File: src/rtl/mult_pkg.sv
// Shared types and defaults for the sequential shift-and-add multiplier.
package mult_pkg;

    localparam int N_DEFAULT = 4;

    typedef enum logic [1:0] {
        IDLE  = 2'd0,
        ADD   = 2'd1,
        SHIFT = 2'd2
    } mult_state_t;

endpackage

File: src/rtl/adder.sv
// n-bit unsigned adder used for the A+M step; carry-out is returned separately.
module adder #(
    parameter int n = 4
) (
    input  logic [n-1:0] A,
    input  logic [n-1:0] M,
    output logic         C,
    output logic [n-1:0] Sum
);

    assign {C, Sum} = {1'b0, A} + {1'b0, M};

endmodule

File: src/rtl/seq_multiplier.sv
// Unsigned shift-and-add multiplier: n x n -> 2n, one ADD/SHIFT pair per multiplier bit.
//
// state | meaning
// IDLE  | ready=1, AQ holds last product, waiting for a start rising edge
// ADD   | conditionally add M into A (Q[0]=1), carry captured in C
// SHIFT | shift {C,A,Q} right by one, decrement bit counter
module seq_multiplier
    import mult_pkg::*;
#(
    parameter int n = N_DEFAULT
) (
    input  logic             clock,
    input  logic             n_reset,
    input  logic             start,
    input  logic [n-1:0]     M_in,
    input  logic [n-1:0]     Q_in,
    output logic             ready,
    output logic [2*n-1:0]   AQ
);

    localparam int CW = $clog2(n + 1);

    mult_state_t   state;
    logic          start_d;
    logic [n-1:0]  M;
    logic [n-1:0]  A;
    logic [n-1:0]  Q;
    logic          C;
    logic [CW-1:0] count;
    logic          add_c;
    logic [n-1:0]  add_sum;
    logic          trigger;

    assign trigger = start & ~start_d;
    assign AQ      = {A, Q};

    adder #(.n(n)) u_adder (
        .A   (A),
        .M   (M),
        .C   (add_c),
        .Sum (add_sum)
    );

    // start_d resets high so a start level held through reset is not seen as an edge
    always_ff @(posedge clock or negedge n_reset) begin
        if (!n_reset) begin
            state   <= IDLE;
            ready   <= 1'b1;
            start_d <= 1'b1;
            M       <= '0;
            A       <= '0;
            Q       <= '0;
            C       <= 1'b0;
            count   <= '0;
        end else begin
            start_d <= start;
            case (state)
                IDLE: begin
                    if (trigger) begin
                        M     <= M_in;
                        Q     <= Q_in;
                        A     <= '0;
                        C     <= 1'b0;
                        count <= CW'(n);
                        ready <= 1'b0;
                        state <= ADD;
                    end
                end
                ADD: begin
                    if (Q[0]) begin
                        {C, A} <= {add_c, add_sum};
                    end else begin
                        C <= 1'b0;
                    end
                    state <= SHIFT;
                end
                SHIFT: begin
                    // carry from the add step lands in A's MSB here
                    {C, A, Q} <= {1'b0, C, A, Q[n-1:1]};
                    count     <= count - 1'b1;
                    if (count == CW'(1)) begin
                        ready <= 1'b1;
                        state <= IDLE;
                    end else begin
                        state <= ADD;
                    end
                end
                default: begin
                    ready <= 1'b1;
                    state <= IDLE;
                end
            endcase
        end
    end

endmodule

File: config.mk
export PLATFORM = sky130hd
export DESIGN_NAME = seq_multiplier
export DESIGN_NICKNAME = d
export VERILOG_FILES = /design/src/rtl/mult_pkg.sv /design/src/rtl/adder.sv /design/src/rtl/seq_multiplier.sv
export SDC_FILE = /design/constraint.sdc
export NUM_CORES = 1
export LEC_CHECK = 0
export BUFFER_PORTS_ARGS = -buffer_cell sky130_fd_sc_hd__buf_2
export CAP_MARGIN = 30
export CORE_MARGIN = 2
export CORE_UTILIZATION = 30
export CTS_BUF_LIST = sky130_fd_sc_hd__clkbuf_4 sky130_fd_sc_hd__clkbuf_8 sky130_fd_sc_hd__clkbuf_16
export CTS_CLUSTER_SIZE = 10
export DETAILED_ROUTE_END_ITERATION = 8
export PLACE_DENSITY = 0.53
export SLEW_MARGIN = 20
export SYNTH_ARGS = -nofsm -noshare
export SYNTH_HDL_FRONTEND = slang
export SYNTH_SLANG_ARGS = --single-unit
File: constraint.sdc
create_clock -name clock -period 1.7 [get_ports clock]
set_clock_uncertainty 0.1 [all_clocks]
set_input_delay 0.425 -clock clock [delete_from_list [all_inputs] [get_ports clock]]
set_output_delay 0.425 -clock clock [all_outputs]
set_load 0.01 [all_outputs]
# [Word-level counts from Yosys, hierarchy flattened]
# Cells that the tools add are included.
[word_totals] register_bits=20 input_bits=11 out_inout_bits=9 elab_cells=42
[classes] n_addsub=2 eq_ne=6 muxes=15 bitwise_logic=3 reduce_logical=8
[ops] op="two-way mux 4 bit" n=3
[ops] op="one-hot mux 4 bit (3 select lines)" n=1
[ops] op="one-hot mux 4 bit (2 select lines)" n=1
[ops] op="!= test 2 bit (second input constant)" n=3
[ops] op="one-hot mux 1 bit (3 select lines)" n=2
[ops] op="one-hot mux 2 bit (3 select lines)" n=1
[ops] op="one-hot mux 3 bit (2 select lines)" n=1
[ops] op="AND reduction 2 bit" n=3
[ops] op="AND reduction 3 bit" n=2
[ops] op="adder 4 x 4 -> 5 bit" n=1
[ops] op="two-way mux 1 bit" n=4
[ops] op="equality test 3 x 1 -> 1 bit (second input constant)" n=1
[ops] op="two-way mux 3 bit" n=1
[ops] op="nonzero test 3 bit" n=1
[ops] op="subtractor 3 x 1 -> 3 bit (second input constant)" n=1
[ops] op="equality test 2 x 1 -> 1 bit (second input constant)" n=1
[ops] op="equality test 2 bit (second input constant)" n=1
[ops] op="zero test 2 bit" n=1
[ops] op="two-way mux 2 bit" n=1
[ops] op="inverter 1 bit" n=2
[ops] op="nonzero test 2 bit" n=1
[ops] op="AND 1 bit" n=1

# [Depth between registers and ports, before layout]
# Gate-level depths: netlist of the first run.
[depth] word_depth=4 ltp_mapped=8 depth_no_buf=7

# [Cells and area by module]
# From an unflattened synthesis of the first run, not the netlist that was laid out.
[unflattened] cells_unflattened=117 hier_area_um2=1300.0
[by_module_without_submodules] mod="seq_multiplier" n_inst=1 cells_per_inst=101 area_each_um2=1163.6 seq_area_each_um2=503.0
[by_module_without_submodules] mod="adder" n_inst=1 cells_per_inst=16 area_each_um2=136.4 seq_area_each_um2=0.0

# [Worst setup path after synthesis of the first run]
# Ideal clock, no wire load.
[synth_timing] path_kind="register to register" startpoint="reg A[0]" endpoint="reg A[2]" setup_time_ps=121 t_arrival_ps=1485 required_ps=1479 path_slack_ps=-6 stages_incl_launch_ff=8 n_path_buf=0 period_less_slack_ps=1706 cell_sequence="dfrtp_1 > ha_1 > inv_1 > fa_1 > xnor2_1 > a22oi_1 > nor2_1 > a22o_1"
[synth_via] elab_chain_cells=3
[synth_rtl] element="from (decl)" line="seq_multiplier.sv:26" text="logic [n-1:0] A;"
[synth_rtl] element="from (signal assigned)" line="seq_multiplier.sv:71" text="{C, A} <= {add_c, add_sum};"
[synth_rtl] element="from (signal assigned)" line="seq_multiplier.sv:79" text="{C, A, Q} <= {1'b0, C, A, Q[n-1:1]};"
[synth_rtl] element="adder 4 x 4 -> 5 bit" line="adder.sv:11" text="assign {C, Sum} = {1'b0, A} + {1'b0, M};"
[synth_rtl] element="two-way mux 4 bit" line="seq_multiplier.sv:70" text="if (Q[0]) begin"
[synth_rtl] element="one-hot mux 4 bit (3 select lines)" line="seq_multiplier.sv:57" text="case (state)"
# No other way between the ends. The select of a mux whose other input is x is not followed.
# A chain may end at the register's enable or synchronous reset.

# [Worst setup path after layout of the first run]
# Same ends and word-level chain as after synthesis.

==> tab_implementation.tex, run 1 <==
\begin{tabular}{lr}
\hline
Metric & Value \\
\hline
\multicolumn{2}{l}{\textbf{Global routing}} \\
Global-route wire length before repair & about 3900 um \\
GRT overflow & 0 \\
Largest net degree at the start of global routing & 21 \\
Antenna violations before repair & 0 \\
Vias in the first global route & between 800 and 900 \\
GRT Resource Usage Total & approximately an eighth \\
\multicolumn{2}{l}{\textbf{Placed design}} \\
RePlAce Congestion & between 0.7 and 0.8 \\
\# port buffers & 19 \\
Placement-stage cell area & roughly 0.0013 mm2 \\
Hpwl dp & between 1500 and 2000 um \\
Worst setup timing slack at the placement stage & -0.0201 ns \\
\multicolumn{2}{l}{\textbf{Die}} \\
Number of top-level pins & 20 \\
Die Y-Extent & 66.3 um \\
Die footprint & 0.00440 mm2 \\
Initial core utilization & about a third \\
Area of the core & 0.00369 mm2 \\
Width of the chip & 66.3 um \\
Floorplan row count & 22 \\
\multicolumn{2}{l}{\textbf{Logic synthesis}} \\
Top-area cell type share of the netlist area & about two fifths \\
Top flip-flop cell by instance count after synthesis & sky130\_fd\_sc\_hd\_\_dfrtp\_1 \\
Synth warnings & 0 \\
Async S/R FF share, synth & 100\% \\
Cell type contributing the most total cell area after synthesis & sky130\_fd\_sc\_hd\_\_dfrtp\_1 \\
Area contributors post-synth & sky130\_fd\_sc\_hd\_\_dfrtp\_1, sky130\_fd\_sc\_hd\_\_ha\_1, sky130\_fd\_sc\_hd\_\_mux2i\_1 \\
Net count of the mapped netlist & $\sim$130 \\
Synthesized instance count & 112 \\
Area of the mapped netlist & around 0.0012 mm2 \\
Top cells by instance count after synthesis & sky130\_fd\_sc\_hd\_\_dfrtp\_1, sky130\_fd\_sc\_hd\_\_inv\_1, sky130\_fd\_sc\_hd\_\_ha\_1, sky130\_fd\_sc\_hd\_\_nand2\_1 \\
Proportion of synthesized chip area in sequential cells & a little over two fifths \\
Number of storage elements in the synthesis netlist & 20 \\
Count of flip-flops with a built-in enable after synthesis & 0 \\
Number of distinct library cells after synthesis & 31 \\
Syn\_area\_per\_cell & between 10 and 15 um2 \\
Library cell with the highest instance count after synthesis & sky130\_fd\_sc\_hd\_\_dfrtp\_1 \\
\multicolumn{2}{l}{\textbf{Pwr}} \\
Maximum VDD drop & 0.652 mV \\
Pwr Density & $\sim$1900 mW/mm2 \\
Cell leakage power & between 0.6 and 0.7 nW \\
\multicolumn{2}{l}{\textbf{Cells and area}} \\
Final design instance area without fill & approximately 0.0014 mm2 \\
Signed area change from the synthesized netlist to the final layout & 21.4\% \\
Number of nets in the layout & 160 \\
Layout cells sized above 1 & between 30\% and 40\% \\
Antenna diode instance count & 0 \\
\multicolumn{2}{l}{\textbf{STA}} \\
Final critical path time including I/O delays and setup & approximately 1.7 ns \\
Worst slew margin relative to its limit & 68.2\% \\
Fmax & a little under 600 MHz \\
Setup violation total in the final timing report & 0 \\
Number of endpoints with negative hold slack in the final report & 0 \\
Final count of pins violating max slew & 0 \\
Unrepaired setup endpoints after global routing & true \\
Final period util & 98.7\% \\
Setup WS post-layout & around 0.022 ns \\
Transition time at the pin with the least slew margin & about 0.48 ns \\
\multicolumn{2}{l}{\textbf{Clock network}} \\
H-tree level count & 1 \\
Count of clock tree sinks & 20 \\
Root buf cell & sky130\_fd\_sc\_hd\_\_clkbuf\_8 \\
Later-pin clock latency in the skew report & around 0.26 ns \\
Clock Path Buffers & 2 \\
Number of buffers created by CTS & 3 \\
Number of buffers added to fix hold violations after cts & 0 \\
TritonCTS clock tree & done \\
Clock slew seen by the registers of the worst setup and hold paths & approximately 0.08 ns \\
\multicolumn{2}{l}{\textbf{Worst setup path}} \\
Critical path startpoint category & flop \\
Critical path required time & 1.76 ns \\
Maximum cell stage delay along the critical path & between 0.3 and 0.4 ns \\
CP Capture Type & flop \\
Critical path's slowest cell & sky130\_fd\_sc\_hd\_\_dfrtp\_1 \\
Arrival time of the worst setup path & 1.73 ns \\
Worst path cell trace & ha\_2 > inv\_2 > fa\_2 > xnor2\_1 > a22oi\_1 > nor2\_1 > a22o\_1 \\
Critical Path Fanout Max & 2 \\
Crit path kind & reg -> reg \\
\multicolumn{2}{l}{\textbf{Route}} \\
Number of optimization iterations in the first detailed-route pass & 4 \\
Remaining DRCs & 0 \\
WL per Instance & 12.5 um \\
Iter 0 DRT Violations & 25 \\
Antenna Nets Post-Route & 0 \\
Via count normalized by instance count & $\sim$4.8 \\
Detailed Route WL & 2310 um \\
Routed via count & approximately 890 \\
\multicolumn{2}{l}{\textbf{Job}} \\
MaxCap Viol Count & 0 \\
\multicolumn{2}{l}{\textbf{Hold path}} \\
Kind of path behind the tightest hold check & in -> async \\
\multicolumn{2}{l}{\textbf{Run status}} \\
Status & completed \\
\hline
\end{tabular}
-- critical path: cells and delay by family (launching register included) --
kind / cells / cell delay (ns)
simple gates: 1 / 0.06
buf+inv: 1 / 0.05
flops: 1 / 0.36
xor+xnor: 1 / 0.14
fa+ha+maj: 2 / 0.56
compound gates: 2 / 0.30
-- metal layers --
metal	vias up	routed length [um]	GRT usage [%]
met2	15	1160	19.5
met4	0	44	5.36
met3	4	57	2.04
met1	432	1050	14.8
li1	435	-	-
met5	-	0	0
-- cell usage in the layout, fill, tap and decap left out, types with 2 or more instances in the layout --
cell type,count
sky130_fd_sc_hd__clkbuf_8,3
sky130_fd_sc_hd__mux2_2,4
sky130_fd_sc_hd__dfstp_2,2
sky130_fd_sc_hd__nand2_1,10
sky130_fd_sc_hd__ha_2,3
sky130_fd_sc_hd__inv_2,2
sky130_fd_sc_hd__a21oi_1,7
sky130_fd_sc_hd__ha_1,7
sky130_fd_sc_hd__nor2_1,6
sky130_fd_sc_hd__o21ai_0,7
sky130_fd_sc_hd__o31ai_1,3
sky130_fd_sc_hd__inv_1,10
sky130_fd_sc_hd__a21oi_2,4
sky130_fd_sc_hd__buf_4,7
sky130_fd_sc_hd__mux2i_1,6
sky130_fd_sc_hd__dfrtp_1,18
sky130_fd_sc_hd__buf_2,19
-- sequential cells by signal (all words and copies together) (netlist names) --
register  flops
Q             4
A             4
start_d       1
ready         1
state         2
C             1
M             4
count         3
-- area by class of cell --
class / count / area, um2
fillers: 384 / 2270
multi-input cells: 75 / 588
flip-flops and latches: 20 / 503
repair buffers: 26 / 148
well taps: 48 / 60.1
inverters: 12 / 45.0
clock buffers: 3 / 41.3
clock inverters: 1 / 30.0
-- worst paths after layout --
| check | from | to | slack [ns] | depth (start not counted) |
|---|---|---|---|---|
| hold reg to reg | ready$_DFFE_PN1P_ | ready$_DFFE_PN1P_ | 0.39 | 2 |
| setup / recovery | A[0]$_DFFE_PN0P_ | A[2]$_DFFE_PN0P_ | 0.02 | 7 |
| max in group asynchronous | n_reset | start_d$_DFF_PN1_ | 1.13 | 1 |
| hold / removal | n_reset | A[1]$_DFFE_PN0P_ | 0.006 | 1 |
| setup reg to reg | A[0]$_DFFE_PN0P_ | A[2]$_DFFE_PN0P_ | 0.02 | 7 |
| min in group clock | start | start_d$_DFF_PN1_ | 0.21 | 1 |
-- cell families after synthesis --
group / Yosys count / synth area share, %
compound gates: 29 / 16.0
xor+xnor: 1 / 0.751
fa+ha+maj: 11 / 12.4
buf+inv: 17 / 8.37
flops: 20 / 43.1
mux: 10 / 9.01
simple gates: 24 / 10.3
-- report_power, final --
group          leakage (nW)  internal [mW]  switching, mW
clock network        0.0357          0.314          0.164
registers             0.241          0.694          0.153
logic                 0.401          0.651          0.745
total                 0.677           1.66           1.06
-- per-stage QoR --
step	total power [mW]	util (%)	TNS, ns	cells	hold slack [ns]
finish	2.72	38.4	0	185	0.00607
CTS	2.70	37.7	0	184	0.0216
floorplan	1.88	-	0	112	0.0294
detailed placement	2.21	35.8	-0.0201	180	0.310
global route	2.97	38.4	-0.101	185	0.0371
global placement	2.17	35.8	0	180	0.310
-- timing repair --
item                       in CTS  in global routing
setup endpoints to repair       1                 17
pin swaps                       1                  4
hold endpoints to repair        0                  0
gates resized for setup         0                  8
setup buffers                   0                  1
Note: power is estimated with default switching activity, not from simulation.
==> run 2, diff against run 1 <==
- CAP_MARGIN: 30 -> 5
- PLACE_DENSITY: 0.53 -> 0.52
- SYNTH_HIERARCHICAL: default -> 1
==> run 2 against run 1 <==
  * The flow now finishes with violations (setup timing)
  * Worst setup slack worse by 0.15 ns
  * Maximum frequency shrank 8.2%
  * Clock power fell by 26%
  * First-iteration DRC count increased to 3.5 times the previous value
  * Largest cell class unchanged
  * Sequential cell count unchanged
  * Register-to-register slack lost 0.15 ns
  * Sequential power rose by 0.5%
  * Cell count is 11% higher
  * Global-route usage rose by 1.5 points
==> tab_implementation.tex, run 2 <==
\begin{tabular}{lr}
\hline
Metric & Value \\
\hline
\multicolumn{2}{l}{\textbf{Cells and area}} \\
Most common library cell in the layout ignoring fill and taps & sky130\_fd\_sc\_hd\_\_buf\_4 \\
Layout cells sized above 1 & 51.3\% (+13 points) \\
Signed area change from the synthesized netlist to the final layout & 31.7\% \\
Antenna diode instance count & 0 (unchanged) \\
Number of nets in the layout & 181 (+13\%) \\
Fillcell total & 402 (+4.7\%) \\
Most frequent cells in the layout & sky130\_fd\_sc\_hd\_\_buf\_4, sky130\_fd\_sc\_hd\_\_buf\_2, sky130\_fd\_sc\_hd\_\_dfrtp\_1 \\
Largest registers in the final layout & A x4, M x4, Q x4 \\
\multicolumn{2}{l}{\textbf{Die}} \\
Die footprint & 0.00488 mm2 (+11\%) \\
Floorplan row count & 23 (+4.5\%) \\
Area of the core & 0.00409 mm2 (+11\%) \\
Width of the chip & 69.8 um (+5.2\%) \\
Initial core utilization & 31.8\% (+0.20 points) \\
Number of top-level pins & 20 (unchanged) \\
Die Y-Extent & 69.8 um (+5.2\%) \\
\multicolumn{2}{l}{\textbf{Worst setup path}} \\
Depth of the worst register-to-register path & 7 (unchanged) \\
Worst path cell trace & ha\_1 > a21o\_1 > a21oi\_2 > xnor2\_1 > a22oi\_1 > nor2b\_1 > mux2\_4 \\
Critical Path Fanout Max & 3 (+1) \\
Cell family with the largest share of critical-path delay & compound AO/OA/AOI/OAI gates \\
Critical path required time & 1.76 ns (about the same) \\
End of the worst register-to-register path & A[3]\$\_DFFE\_PN0P\_ \\
Launch instance of the worst register-to-register path & M[1]\$\_DFFE\_PN0P\_ \\
Worst path buffer plus inverter count & 0 (-1) \\
Arrival time of the worst setup path & 1.88 ns (+0.15 ns) \\
Flop-to-flop setup slack & -0.13 ns (-0.15 ns) \\
Maximum cell stage delay along the critical path & 0.41 ns (+0.05 ns) \\
CP Capture Type & flop \\
Critical path startpoint category & flop \\
Start point of the critical path & M[1]\$\_DFFE\_PN0P\_ \\
Critical path's slowest cell & sky130\_fd\_sc\_hd\_\_dfrtp\_1 \\
Crit path kind & reg -> reg \\
\multicolumn{2}{l}{\textbf{Logic synthesis}} \\
Net count of the mapped netlist & 141 (+5.2\%) \\
Synthesized instance count & 117 (+4.5\%) \\
Area of the mapped netlist & 0.00130 mm2 (+11\%) \\
Synth warnings & 6 (+6) \\
Count of flip-flops with a built-in enable after synthesis & 0 (unchanged) \\
Top cells by instance count after synthesis & sky130\_fd\_sc\_hd\_\_dfrtp\_1, sky130\_fd\_sc\_hd\_\_mux2\_2, sky130\_fd\_sc\_hd\_\_ha\_1 \\
Proportion of synthesized chip area in sequential cells & 38.7\% (-4.4 points) \\
Number of storage elements in the synthesis netlist & 20 (unchanged) \\
Async S/R FF share, synth & 100\% (unchanged) \\
Syn\_area\_per\_cell & 11.1 um2 (+6.7\%) \\
Top-area cell type share of the netlist area & 34.6\% (-4.0 points) \\
Top flip-flop cell by instance count after synthesis & sky130\_fd\_sc\_hd\_\_dfrtp\_1 \\
Cell type contributing the most total cell area after synthesis & sky130\_fd\_sc\_hd\_\_dfrtp\_1 \\
Library cell with the highest instance count after synthesis & sky130\_fd\_sc\_hd\_\_dfrtp\_1 \\
Area contributors post-synth & sky130\_fd\_sc\_hd\_\_dfrtp\_1, sky130\_fd\_sc\_hd\_\_mux2\_2, sky130\_fd\_sc\_hd\_\_ha\_1 \\
Number of distinct library cells after synthesis & 35 (+13\%) \\
\multicolumn{2}{l}{\textbf{Clock network}} \\
Root buf cell & sky130\_fd\_sc\_hd\_\_clkbuf\_8 \\
Later-pin clock latency in the skew report & 0.26 ns (about the same) \\
Number of buffers added to fix hold violations after cts & 0 (unchanged) \\
H-tree level count & 1 (unchanged) \\
Number of buffers created by CTS & 3 (unchanged) \\
Count of clock tree sinks & 20 (unchanged) \\
Clock Path Buffers & 2 (unchanged) \\
TritonCTS clock tree & done \\
Clock slew seen by the registers of the worst setup and hold paths & 0.08 ns (about the same) \\
\multicolumn{2}{l}{\textbf{Route}} \\
Detailed Route WL & 3070 um (+33\%) \\
Number of optimization iterations in the first detailed-route pass & 4 (unchanged) \\
Antenna Nets Post-Route & 0 (unchanged) \\
Routed via count & 1041 (+17\%) \\
WL per Instance & 14.9 um (+20\%) \\
Remaining DRCs & 0 (unchanged) \\
Via count normalized by instance count & 5.05 (+5.5\%) \\
Iter 0 DRT Violations & 87 (+250\%) \\
\multicolumn{2}{l}{\textbf{Global routing}} \\
Antenna violations before repair & 0 (unchanged) \\
GRT overflow & 0 (unchanged) \\
Global-route wire length before repair & 5210 um (+34\%) \\
GRT Resource Usage Total & 13.2\% (+1.5 points) \\
Largest net degree at the start of global routing & 21 (unchanged) \\
Vias in the first global route & 1110 (+32\%) \\
\multicolumn{2}{l}{\textbf{STA}} \\
Fmax & 547 MHz (-8.2\%) \\
Transition time at the pin with the least slew margin & 0.472 ns (-0.00498 ns) \\
Unrepaired setup endpoints after global routing & true \\
Final period util & 107\% (+8.8 points) \\
Final critical path time including I/O delays and setup & 1.83 ns (+0.149 ns) \\
Worst slew margin relative to its limit & 68.5\% (+0.33 points) \\
Min Hold Slack & 0.00576 ns (-0.000316 ns) \\
Number of endpoints with negative hold slack in the final report & 0 (unchanged) \\
Setup WS post-layout & -0.127 ns (-0.149 ns) \\
Setup violation total in the final timing report & 3 (+3) \\
Final count of pins violating max slew & 0 (unchanged) \\
\multicolumn{2}{l}{\textbf{Pwr}} \\
Maximum VDD drop & 0.682 mV (+4.7\%) \\
Cell leakage power & 0.786 nW (+16\%) \\
Pwr Density & 1760 mW/mm2 (-8.3\%) \\
\multicolumn{2}{l}{\textbf{Placed design}} \\
Worst setup timing slack at the placement stage & -0.126 ns (-0.106 ns) \\
Hpwl dp & 2240 um (+28\%) \\
\# port buffers & 19 (unchanged) \\
RePlAce Congestion & 0.728 (-5.8\%) \\
\multicolumn{2}{l}{\textbf{Run status}} \\
Violations in the final reports & setup timing \\
Status & complete, but fails checks \\
\multicolumn{2}{l}{\textbf{Job}} \\
MaxCap Viol Count & 0 (unchanged) \\
\multicolumn{2}{l}{\textbf{Hold path}} \\
Kind of path behind the tightest hold check & in -> async \\
\hline
\end{tabular}
[run 2: layout make-up]
class	instances	area (um2)	share of cell area, %
clock buffer	4	48.8	2.85
inverter	11	41.3	2.41
multi-input combinational	81	800	46.7
sequential	20	503	29.4
tap	50	62.6	3.65
timing repair buffer	40	256	15.0
[run 2: how the worst max path moves through the flow]
stage / endpoint / cells after the start
after floorplan: A[2]$_DFFE_PN0P_ / 7
after global placement: A[3]$_DFFE_PN0P_ / 7
after detailed placement: A[3]$_DFFE_PN0P_ / 7
after CTS: A[3]$_DFFE_PN0P_ / 7
after global routing: A[3]$_DFFE_PN0P_ / 7
final: A[3]$_DFFE_PN0P_ / 7
[run 2: per-layer routing]
layer / vias up / global-route usage [%] / share of wire (%)
met4: 0 / 1.92 / 0.39
li1: 501 / - / -
met2: 22 / 23.4 / 50
met3: 2 / 4.22 / 5.5
met1: 516 / 16.0 / 45
met5: - / 0 / 0
[run 2: timing repair]
action	CTS	global route
gates resized for setup	3	19
endpoints found under the setup margin	15	17
buffers inserted	3	2
pin swaps	2	2
[run 2: report_power, final]
part	internal [mW]	total [mW]	switching [mW]
sequential	0.677	0.851	0.174
combinational	0.983	1.81	0.831
clock	0.183	0.356	0.173
total	1.84	3.02	1.18
[run 2: cells by family after synthesis]
group / count (synthesis) / share of synthesized area [%]
fa+ha+maj: 13 / 13.1
mux: 16 / 13.8
compound gates: 29 / 16.7
flops: 20 / 38.7
simple gates: 19 / 9.53
buf+inv: 16 / 5.49
xor+xnor: 4 / 2.69
[run 2: stage by stage]
stage,cell area [um2],cells,setup TNS [ns],util (%),power [mW]
final,1710,206,-0.243,41.9,3.02
after CTS,1630,204,-0.315,39.9,2.87
after global placement,1550,197,-0.569,37.9,2.42
after floorplan,1300,117,-0.304,-,1.89
after detailed placement,1550,197,-0.665,37.9,2.47
after global routing,1710,206,-0.533,41.9,3.26
==> run 3, diff against run 2 <==
- ABC_AREA: default -> 1
==> run 3 against run 2 <==
  * The run now ends clean
  * Critical path type unchanged
  * Die area is 5.2% lower
  * Hold slack worse by 0.0023 ns
  * Count of clock-buffer cells in the layout is 1 lower
  * Worst setup slack better by 0.20 ns
  * Sequential power is 2% lower
  * Cell count is 16% higher
  * Clock power is 33% higher
  * First-iteration DRC count is 55% lower
  * Global-route usage is 1.4 points lower
  * Combinational power is 13% lower
  * Largest cell class unchanged
  * Power is 4.9% lower
==> tab_implementation.tex, run 3 <==
\begin{tabular}{lr}
\hline
Metric & Value \\
\hline
\multicolumn{2}{l}{\textbf{Logic synthesis}} \\
Proportion of synthesized chip area in sequential cells & 40.9\% (+2.2 points) \\
Top cells by instance count after synthesis & sky130\_fd\_sc\_hd\_\_nand2\_1, sky130\_fd\_sc\_hd\_\_inv\_1, sky130\_fd\_sc\_hd\_\_dfrtp\_1 \\
Cell type contributing the most total cell area after synthesis & sky130\_fd\_sc\_hd\_\_dfrtp\_1 \\
Library cell with the highest instance count after synthesis & sky130\_fd\_sc\_hd\_\_nand2\_1 \\
Synthesized instance count & 157 (+34\%) \\
Xor/xnor share of the synthesized area & 0.713\% (-2.0 points) \\
Top flip-flop cell by instance count after synthesis & sky130\_fd\_sc\_hd\_\_dfrtp\_1 \\
Count of flip-flops with a built-in enable after synthesis & 0 (unchanged) \\
Dominant combinational cell family by area after synthesis & simple AND/OR/NAND/NOR gates \\
Area contributors post-synth & sky130\_fd\_sc\_hd\_\_dfrtp\_1, sky130\_fd\_sc\_hd\_\_nand2\_1, sky130\_fd\_sc\_hd\_\_ha\_1 \\
Compound-cell area share of the yosys netlist & 11.8\% (-4.9 points) \\
Multiplexer fraction of the synthesized cell area & 0\% (-14 points) \\
Area of the mapped netlist & 0.00123 mm2 (-5.5\%) \\
Top-area cell type share of the netlist area & 36.7\% (+2.0 points) \\
Number of storage elements in the synthesis netlist & 20 (unchanged) \\
Number of distinct library cells after synthesis & 16 (-54\%) \\
Net count of the mapped netlist & 181 (+28\%) \\
Simple-gate area share of the yosys netlist & 22.7\% (+13 points) \\
Async S/R FF share, synth & 100\% (unchanged) \\
Syn\_area\_per\_cell & 7.83 um2 (-30\%) \\
Adder and majority gate portion of the synthesized area & 13.8\% (+0.76 points) \\
Synth warnings & 6 (unchanged) \\
\multicolumn{2}{l}{\textbf{Route}} \\
Via count normalized by instance count & 4.25 (-16\%) \\
Routed via count & 1011 (-2.9\%) \\
Iter 0 DRT Violations & 39 (-55\%) \\
Remaining DRCs & 0 (unchanged) \\
Detailed Route WL & 2550 um (-17\%) \\
Number of optimization iterations in the first detailed-route pass & 4 (unchanged) \\
WL per Instance & 10.7 um (-28\%) \\
Antenna Nets Post-Route & 0 (unchanged) \\
\multicolumn{2}{l}{\textbf{Cells and area}} \\
Antenna diode instance count & 0 (unchanged) \\
Largest registers in the final layout & A x4, M x4, Q x4 \\
Non-filler instance count after layout & 238 (+16\%) \\
Number of nets in the layout & 213 (+18\%) \\
Most common library cell in the layout ignoring fill and taps & sky130\_fd\_sc\_hd\_\_nand2\_1 \\
Final Util & 38.9\% (-2.9 points) \\
Most frequent cells in the layout & sky130\_fd\_sc\_hd\_\_nand2\_1, sky130\_fd\_sc\_hd\_\_inv\_1, sky130\_fd\_sc\_hd\_\_buf\_2 \\
Signed area change from the synthesized netlist to the final layout & 25.9\% \\
Layout cells sized above 1 & 24.5\% (-27 points) \\
\multicolumn{2}{l}{\textbf{Die}} \\
Width of the chip & 68.0 um (-2.6\%) \\
Area of the core & 0.00397 mm2 (-2.8\%) \\
Initial core utilization & 30.9\% (-0.87 points) \\
Die footprint & 0.00462 mm2 (-5.2\%) \\
Floorplan row count & 23 (unchanged) \\
Die Y-Extent & 68.0 um (-2.6\%) \\
Number of top-level pins & 20 (unchanged) \\
\multicolumn{2}{l}{\textbf{Worst setup path}} \\
Arrival time of the worst setup path & 1.73 ns (-0.15 ns) \\
CP Capture Type & flop \\
Critical Path Fanout Max & 2 (-1) \\
Critical path startpoint category & flop \\
Critical path required time & 1.80 ns (+0.04 ns) \\
Crit path kind & reg -> reg \\
\multicolumn{2}{l}{\textbf{Clock network}} \\
H-tree level count & 1 (unchanged) \\
TritonCTS clock tree & done \\
Clock slew seen by the registers of the worst setup and hold paths & 0.08 ns (about the same) \\
Later-pin clock latency in the skew report & 0.26 ns (about the same) \\
Count of clock tree sinks & 20 (unchanged) \\
Clock Path Buffers & 2 (unchanged) \\
Root buf cell & sky130\_fd\_sc\_hd\_\_clkbuf\_8 \\
Number of buffers created by CTS & 3 (unchanged) \\
Number of buffers added to fix hold violations after cts & 0 (unchanged) \\
\multicolumn{2}{l}{\textbf{STA}} \\
Setup violation total in the final timing report & 0 (-3) \\
Fmax & 614 MHz (+12\%) \\
Final count of pins violating max slew & 0 (unchanged) \\
Worst slew margin relative to its limit & 69.6\% (+1.1 points) \\
Number of endpoints with negative hold slack in the final report & 0 (unchanged) \\
Unrepaired setup endpoints after global routing & true \\
Transition time at the pin with the least slew margin & 0.456 ns (-0.0160 ns) \\
Final period util & 95.8\% (-12 points) \\
Final critical path time including I/O delays and setup & 1.63 ns (-0.199 ns) \\
\multicolumn{2}{l}{\textbf{Pwr}} \\
Part of the power in the clock network & 16.5\% (+4.7 points) \\
P\_sw & 1.21 mW (+2.4\%) \\
Power Internal & 1.67 mW (-9.6\%) \\
Net Sw Frac & 42.0\% (+3.0 points) \\
Cell leakage power & 0.827 nW (+5.3\%) \\
Relative contribution of combinational cells to total power & 54.6\% (-5.4 points) \\
Pwr Density & 1860 mW/mm2 (+5.2\%) \\
Register share of total power & 29.0\% (+0.8 points) \\
Maximum VDD drop & 1.09 mV (+60\%) \\
\multicolumn{2}{l}{\textbf{Global routing}} \\
Antenna violations before repair & 0 (unchanged) \\
GRT overflow & 0 (unchanged) \\
GRT Resource Usage Total & 11.8\% (-1.4 points) \\
Global-route wire length before repair & 4040 um (-22\%) \\
Vias in the first global route & 911 (-18\%) \\
Largest net degree at the start of global routing & 21 (unchanged) \\
\multicolumn{2}{l}{\textbf{Hold path}} \\
Kind of path behind the tightest hold check & in -> async \\
\multicolumn{2}{l}{\textbf{Placed design}} \\
Post-Place Cells & 233 (+18\%) \\
\# port buffers & 19 (unchanged) \\
Hpwl dp & 1970 um (-12\%) \\
RePlAce Congestion & 0.793 (+9.0\%) \\
\multicolumn{2}{l}{\textbf{Job}} \\
MaxCap Viol Count & 0 (unchanged) \\
\multicolumn{2}{l}{\textbf{Run status}} \\
Status & completed \\
\hline
\end{tabular}
[run 3: cell types whose count changed in the layout (fill, tap and decap cells not counted), moves of 6 or more]
cell,change
sky130_fd_sc_hd__nand2_1,+55
sky130_fd_sc_hd__mux2_2,-12
sky130_fd_sc_hd__buf_4,-10
sky130_fd_sc_hd__nor2b_1,-6
sky130_fd_sc_hd__nand3_1,+7
sky130_fd_sc_hd__inv_1,+17
sky130_fd_sc_hd__o21ai_0,+14
[run 3: worst max-delay path: stages, from the launching register on]
cell and delay (ns):
sky130_fd_sc_hd__dfrtp_1 0.39, sky130_fd_sc_hd__ha_2 0.20, sky130_fd_sc_hd__inv_2 0.06, sky130_fd_sc_hd__fa_2 0.42, sky130_fd_sc_hd__inv_1 0.07, sky130_fd_sc_hd__nand2_1 0.05, sky130_fd_sc_hd__a21oi_1 0.15, sky130_fd_sc_hd__nand2_1 0.07
sky130_fd_sc_hd__nand2_1 0.06
[run 3: through the flow]
step	hold WS [ns]	setup slack [ns]	power, mW	instance area [um2]	setup TNS (ns)
floorplan	0.0294	0.0652	1.84	1230	0
global placement	0.309	0.0453	2.33	1440	0
detailed placement	0.304	0.0316	2.33	1440	0
CTS	0.0148	0.0147	2.82	1510	0
global route	0.0297	-0.0716	3.18	1550	-0.109
finish	0.00348	0.0712	2.87	1550	0
[run 3: cell families (layout without fill, tap and decap cells)]
family | count (synthesis) | count (layout)
AOI/OAI and AO/OA | 26 | 26
xor gates and xnor gates | 1 | 1
adders and majority gates | 13 | 13
buffers and inverters | 29 | 60
DFF | 20 | 20
and+or+nand+nor | 68 | 68
[run 3: area by class of cell]
cell class / count / area (um2)
Fill cell: 444 / 2420
Multi-Input combinational cell: 108 / 636
Sequential cell: 20 / 503
Timing Repair Buffer: 29 / 170
Inverter: 27 / 104
Tap cell: 50 / 62.6
Clock buffer: 3 / 41.3
Clock inverter: 1 / 30.0
[run 3: timing repair]
action                                  CTS  global route
gates resized for setup                   0             8
setup buffers                             0             1
endpoints found under the setup margin    0            14
[run 3: worst paths after layout]
path | from | end | slack, ns | depth (start not counted)
setup / recovery | M[0]$_DFFE_PN0P_ | A[1]$_DFFE_PN0P_ | 0.07 | 8
hold / removal | n_reset | Q[2]$_DFFE_PN0P_ | 0.003 | 1
setup reg to reg | M[0]$_DFFE_PN0P_ | A[1]$_DFFE_PN0P_ | 0.07 | 8
hold reg to reg | ready$_DFFE_PN1P_ | ready$_DFFE_PN1P_ | 0.36 | 2
max in group asynchronous | n_reset | start_d$_DFF_PN1_ | 1.15 | 1
min in group clock | start | start_d$_DFF_PN1_ | 0.19 | 1
[run 3: power groups by stage]
stage | Clock (mW) | Sequential [mW] | Combinational (mW)
detailed placement | 0 | 0.846 | 1.48
floorplan | 0 | 0.882 | 0.960
global route | 0.506 | 0.863 | 1.81
finish | 0.474 | 0.832 | 1.57
CTS | 0.491 | 0.836 | 1.49
global placement | 0 | 0.842 | 1.48
[run 3: metal layers]
metal	routed length, um	track usage, %
met5	0	0
met4	29	3.75
met3	156	2.96
met2	1210	20.0
met1	1160	14.6
